$ cat config.mk
export PLATFORM = sky130hd
export DESIGN_NAME = baud_tick_gen
export DESIGN_NICKNAME = d
export VERILOG_FILES = /design/src/rtl/baud_tick_gen.sv
export SDC_FILE = /design/constraint.sdc
export NUM_CORES = 1
export LEC_CHECK = 0
export ABC_AREA = 1
export BUFFER_PORTS_ARGS = -buffer_cell sky130_fd_sc_hd__buf_2
export CAP_MARGIN = 20
export CORE_ASPECT_RATIO = 0.75
export CORE_MARGIN = 2
export CORE_UTILIZATION = 55
export DETAILED_ROUTE_END_ITERATION = 7
export PLACE_DENSITY = 0.77
export SLEW_MARGIN = 20
export SYNTH_ARGS = -nofsm -noshare
export SYNTH_HDL_FRONTEND = slang
export SYNTH_SLANG_ARGS = --single-unit
$ cat constraint.sdc
create_clock -name clk -period 2.2 [get_ports clk]
set_input_delay 0.22 -clock clk [delete_from_list [all_inputs] [get_ports clk]]
set_output_delay 0.22 -clock clk [all_outputs]
set_load 0.1 [all_outputs]
$ cat src/rtl/baud_tick_gen.sv
// Purpose  : baud tick generator; turns the divisor K (clocks per bit) into
//            a one-cycle bit-period tick and a one-cycle mid-bit half_tick.
// Latency  : outputs are registered. The first tick appears on the K-th edge
//            that samples en=1 after idle; after that, one tick every K clocks.
// Backpress: none. This is a free-running timebase. en and restart are the
//            only controls, and consumers must take each pulse in its cycle.
//
// Ports
//   clk        system clock, all state on the rising edge
//   reset      asynchronous, active-low reset
//   K          divisor from the baud decoder (clocks per bit)
//   en         run the counter; low = idle, with the counter held at 0
//   restart    resync pulse (RX start-bit edge / TX load)
//   tick       1-cycle pulse at the end of each bit period
//   half_tick  1-cycle pulse at mid-bit (floor(k/2)-th clock of the period)
//   k_err      set while the last loaded K was below 2 (the divisor was clamped)
//   tick_count only with BAUD_TICK_COUNT_EN: ticks since the last load,
//              saturating at 15 (bit index for the frame shifter)
//
// Build option: define BAUD_TICK_COUNT_EN to add the tick_count output.
module baud_tick_gen #(
  parameter int             K_W   = 19,
  parameter logic [K_W-1:0] K_RST = K_W'(333333)
) (
  input  logic           clk,
  input  logic           reset,
  input  logic [K_W-1:0] K,
  input  logic           en,
  input  logic           restart,
  output logic           tick,
  output logic           half_tick,
  output logic           k_err
`ifdef BAUD_TICK_COUNT_EN
  ,
  output logic [3:0]     tick_count
`endif
);

  localparam logic [K_W-1:0] ONE = K_W'(1);
  localparam logic [K_W-1:0] TWO = K_W'(2);

  logic [K_W-1:0] cnt;
  logic [K_W-1:0] k_q;

  logic           load;
  logic           k_small;
  logic [K_W-1:0] k_clamped;
  logic [K_W-1:0] end_cnt;
  logic [K_W-1:0] mid_cnt;
  logic           at_end;
  logic           at_mid;

  // A load happens on any edge that is not a plain counting edge: idle
  // (en low) or a resync. On a load edge, the divisor is captured and the
  // period restarts from zero. While counting, K is not sampled, so the
  // decoder can change it freely without disturbing the current frame.
  always_comb begin
    load      = 1'b0;
    k_small   = 1'b0;
    k_clamped = K;
    end_cnt   = '0;
    mid_cnt   = '0;
    at_end    = 1'b0;
    at_mid    = 1'b0;

    load    = !en || restart;
    k_small = (K < TWO);

    // Clamp to 2 so that end_cnt and mid_cnt below can never wrap.
    if (k_small) begin
      k_clamped = TWO;
    end

    end_cnt = k_q - ONE;
    mid_cnt = (k_q >> 1) - ONE;

    // end_cnt > mid_cnt whenever k_q >= 2, so the two never coincide.
    at_end = (cnt == end_cnt);
    at_mid = (cnt == mid_cnt);
  end

  always_ff @(posedge clk or negedge reset) begin
    if (!reset) begin
      cnt       <= '0;
      k_q       <= K_RST;
      tick      <= 1'b0;
      half_tick <= 1'b0;
      k_err     <= 1'b0;
    end else if (load) begin
      // Restart wins over a coinciding terminal count: no tick this edge.
      cnt       <= '0;
      k_q       <= k_clamped;
      tick      <= 1'b0;
      half_tick <= 1'b0;
      k_err     <= k_small;
    end else begin
      tick      <= at_end;
      half_tick <= at_mid;
      if (at_end) begin
        cnt <= '0;
      end else begin
        cnt <= cnt + ONE;
      end
    end
  end

`ifdef BAUD_TICK_COUNT_EN
  // Counts alongside tick: the count goes up on the same edge that raises tick.
  // The shifter therefore sees the index of the bit that just completed
  // together with the pulse.
  always_ff @(posedge clk or negedge reset) begin
    if (!reset) begin
      tick_count <= 4'd0;
    end else if (load) begin
      tick_count <= 4'd0;
    end else if (at_end && (tick_count != 4'd15)) begin
      tick_count <= tick_count + 4'd1;
    end
  end
`endif

endmodule

==> metrics.md <==
| Metric | Value |
|---|---|
| Status | finished, final reports clean |
| Final hold slack | 0.0511 ns |
| Crit Path Class | flop to flop |
| Post-layout util | 66.3% |
| Clock latency on the worst-skew pair | 0.31 ns |
| Post-synthesis sequential area ratio | 29.5% |
| Kind of start point of the critical path | flop |
| Setup crit end kind | flop |
| Die Span Y | 73.2 um |
| Synth cell types | 30 |
| Highest achievable clock rate | 457 MHz |
| Top-level port count | 26 |
| Hold buffers post-CTS | 0 |
| Mean cell area of the mapped netlist | 6.29 sq um |
| Synthesized netlist cell count | 558 |
| Highest-count cells in the layout ignoring fill and taps | 171 x sky130_fd_sc_hd__nand2_1, 60 x sky130_fd_sc_hd__nand3_1, 58 x sky130_fd_sc_hd__nor2_1, 55 x sky130_fd_sc_hd__inv_1, 32 x sky130_fd_sc_hd__o21ai_0 |
| Antenna-violating nets left | 0 |
| Number of design-rule violations left by the first detailed-router iteration | 472 |
| Critical path's top delay family | simple AND/OR/NAND/NOR gates |
| Max Transition Viols Final | 0 |
| Number of buffer and inverter instances along the worst setup path | 3 |
| CP dominant cell by count | sky130_fd_sc_hd__nor2_2 |
| Largest net degree at the start of global routing | 42 |
| Antenna violations before repair | 0 |
| Clock tree skew after final layout | 0.0102 ns |
| TritonCTS sink count | 41 |
| Sequential cell area in the final layout | 1040 sq um |
| Core area | 6220 sq um |
| Mapped Nets | 584 |
| Most area-hungry cell type in the Yosys netlist | sky130_fd_sc_hd__dfrtp_1 |
| Diode count | 0 |
| PwrDens | 456 nW/um^2 |
| Top cells by area, synth | sky130_fd_sc_hd__dfrtp_1 24%, sky130_fd_sc_hd__nand2_1 19%, sky130_fd_sc_hd__nand3_1 8.6% |
| TritonCTS clock tree | done |
| Deepest level of the CTS H-tree | 2 |
| Setup violation total in the final timing report | 0 |
| Max_cap viols | 0 |
| Share of cells above drive strength 1 | 21.7% |
| Final weighted congestion of routability-driven global placement | 1.09 |
| First-pass GRT wire length | 17100 um |
| Root Buffer | sky130_fd_sc_hd__clkbuf_8 |
| Filler instances | 572 |
| Area occupied by multi-input gates | 2300 sq um |
| Overall via count from detail_route | 3828 |
| Critical path peak fanout | 9 |
| Synth Register Bits | 41 |
| Via density per instance | 5.59 |
| Max Buffers Root-to-Sink | 2 |
| Most common cell after layout, fill and taps aside | sky130_fd_sc_hd__nand2_1 |
| Placement row count | 25 |
| Min-Delay Path Class | primary input to asynchronous set/reset pin |
| Clock-pin transition on the worst setup and hold timing paths | 0.10 ns |
| Static power due to leakage | 1.99 nW |
| Detailed-router iteration count before antenna repair | 5 |
| Number of global-route vias before repair | 3563 |
| Inserted Clock Buffers | 5 |
| Die Width | 96.2 um |
| Final critical delay including setup and external delays | 2.19 ns |
| Global-route usage over all layers | 32.3% |
| Setup repair after global routing missed its margin | yes |
| Post-DR wirelength/cell | 16.1 um |
| R2r setup slk | 0.01 ns |
| Endpoint arrival time on the critical path | 2.39 ns |
| Top-area cell type share of the netlist area | 23.5% |
| Total detailed-routing wirelength | 11000 um |
| VDD IR-drop max | 0.287 mV |
| Count of input and output buffers | 25 |
| Max-Slew Margin vs Limit | 35.7% |
| Mapped Area | 3510 sq um |
| Initial Util | 56.3% |
| Post-DP HPWL | 8120 um |
| Warnings from Yosys | 0 |
| Remaining routing DRC violations | 0 |
| Crit path max-delay cell type | sky130_fd_sc_hd__dfstp_2 |
| Area of the die | 7040 sq um |
| Required time of the critical path | 2.40 ns |
| Largest stage delay, worst path | 0.60 ns |
| Overflow left after global routing | 0 |
| Area growth syn-to-layout | 17.6% |
| Measured slew at the worst slew-check pin | 0.965 ns |
| Count of final hold-check violations | 0 |
| Nets | 629 |
| Critical-path cell list | clkinv_4, ha_4, inv_2, nand2_2, nand2_2, nor2_2, nand3_1, nor2_1, nand2_1, nor2_2, nand3_2, nor2_8, clkbuf_16, nor2_2 |
| Final Cycle Share | 99.5% |
## layer usage
| metal | track usage [%] | up-vias | wire length (um) |
|---|---|---|---|
| met5 | 0 | - | 0 |
| met4 | 8.73 | 0 | 268 |
| met2 | 47.6 | 209 | 4680 |
| li1 | - | 1853 | - |
| met1 | 47.8 | 1739 | 4850 |
| met3 | 6.51 | 27 | 1230 |
## cell type report
cell class | instances | area share [%]
multi-input cells | 444 | 55.9
flip-flops and latches | 41 | 25.2
repair buffers | 48 | 8.37
inverters | 63 | 5.92
well taps | 81 | 2.46
clock buffers | 5 | 1.67
clock inverters | 3 | 0.516
## logic make-up (layout without fill, tap and decap cells)
logic type	after synthesis	after routing	synth area share [%]
DFF	41	41	29.5
buffers and inverters	73	119	8.35
xor gates and xnor gates	33	33	8.24
AOI/OAI and AO/OA	45	45	6.81
and+or+nand+nor	363	363	46.0
adders and majority gates	3	3	1.07
## final timing paths
kind,startpoint,to,cells past startpoint
max,k_q[0],cnt[11],14
min,reset,k_q[3],1
max reg2reg,k_q[0],cnt[11],14
min reg2reg,k_q[18],k_q[18],2
max in group asynchronous,reset,k_q[0],2
min in group clk,K[6],k_q[6],3
## cells in the mapped netlist
cell type                  instances
sky130_fd_sc_hd__nand2_2           3
sky130_fd_sc_hd__or2_2             1
sky130_fd_sc_hd__ha_1              3
sky130_fd_sc_hd__o211ai_1          1
sky130_fd_sc_hd__nor3_1            9
sky130_fd_sc_hd__nor4_1            2
sky130_fd_sc_hd__a21oi_1           7
sky130_fd_sc_hd__nor2_4            6
sky130_fd_sc_hd__nand4_1           9
sky130_fd_sc_hd__a31o_2            1
sky130_fd_sc_hd__dfrtp_1          33
sky130_fd_sc_hd__o31ai_1           1
sky130_fd_sc_hd__nor2_1           74
sky130_fd_sc_hd__xnor2_1           9
sky130_fd_sc_hd__nand3_2           3
sky130_fd_sc_hd__nand3_1          60
sky130_fd_sc_hd__inv_2             2
sky130_fd_sc_hd__xor2_1           24
sky130_fd_sc_hd__nor2_2           17
sky130_fd_sc_hd__nand3b_1          1
sky130_fd_sc_hd__nand2_1         177
sky130_fd_sc_hd__clkbuf_1          7
sky130_fd_sc_hd__dfstp_2           8
sky130_fd_sc_hd__o21ai_1           1
sky130_fd_sc_hd__buf_2             2
sky130_fd_sc_hd__buf_12            1
sky130_fd_sc_hd__inv_1            61
sky130_fd_sc_hd__nor2_8            1
sky130_fd_sc_hd__a21o_1            2
sky130_fd_sc_hd__o21ai_0          32
## per-stage QoR
step | instance area, sq um | power (mW) | cells | worst slack [ns] | setup TNS [ns]
detailed placement | 3800 | 1.27 | 669 | -0.0453 | -0.504
global placement | 3800 | 1.27 | 669 | -0.00843 | -0.0500
floorplan | 3510 | 1.13 | 558 | 0.174 | 0
global route | 4120 | 1.98 | 685 | -0.0868 | -1.17
CTS | 3900 | 1.82 | 677 | 0.00131 | 0
finish | 4120 | 1.88 | 685 | 0.0101 | 0
## what timing repair did
item / in CTS / in global routing
setup endpoints to repair: 19 / 19
buffers inserted: 0 / 6
gates resized for setup: 3 / 44
gates cloned: 0 / 2
pin swaps: 1 / 2
## power by group
part           switching, mW  total, mW  internal, mW
Clock                  0.324      0.550         0.226
Sequential            0.0633      0.860         0.797
Combinational          0.298      0.471         0.174
Total                  0.685       1.88          1.20
## registers in the layout (all words and copies together), names as in the netlist
register   cells
k_q           19
half_tick      1
tick           1
k_err          1
cnt           19
(Power assumes the default switching activity.)
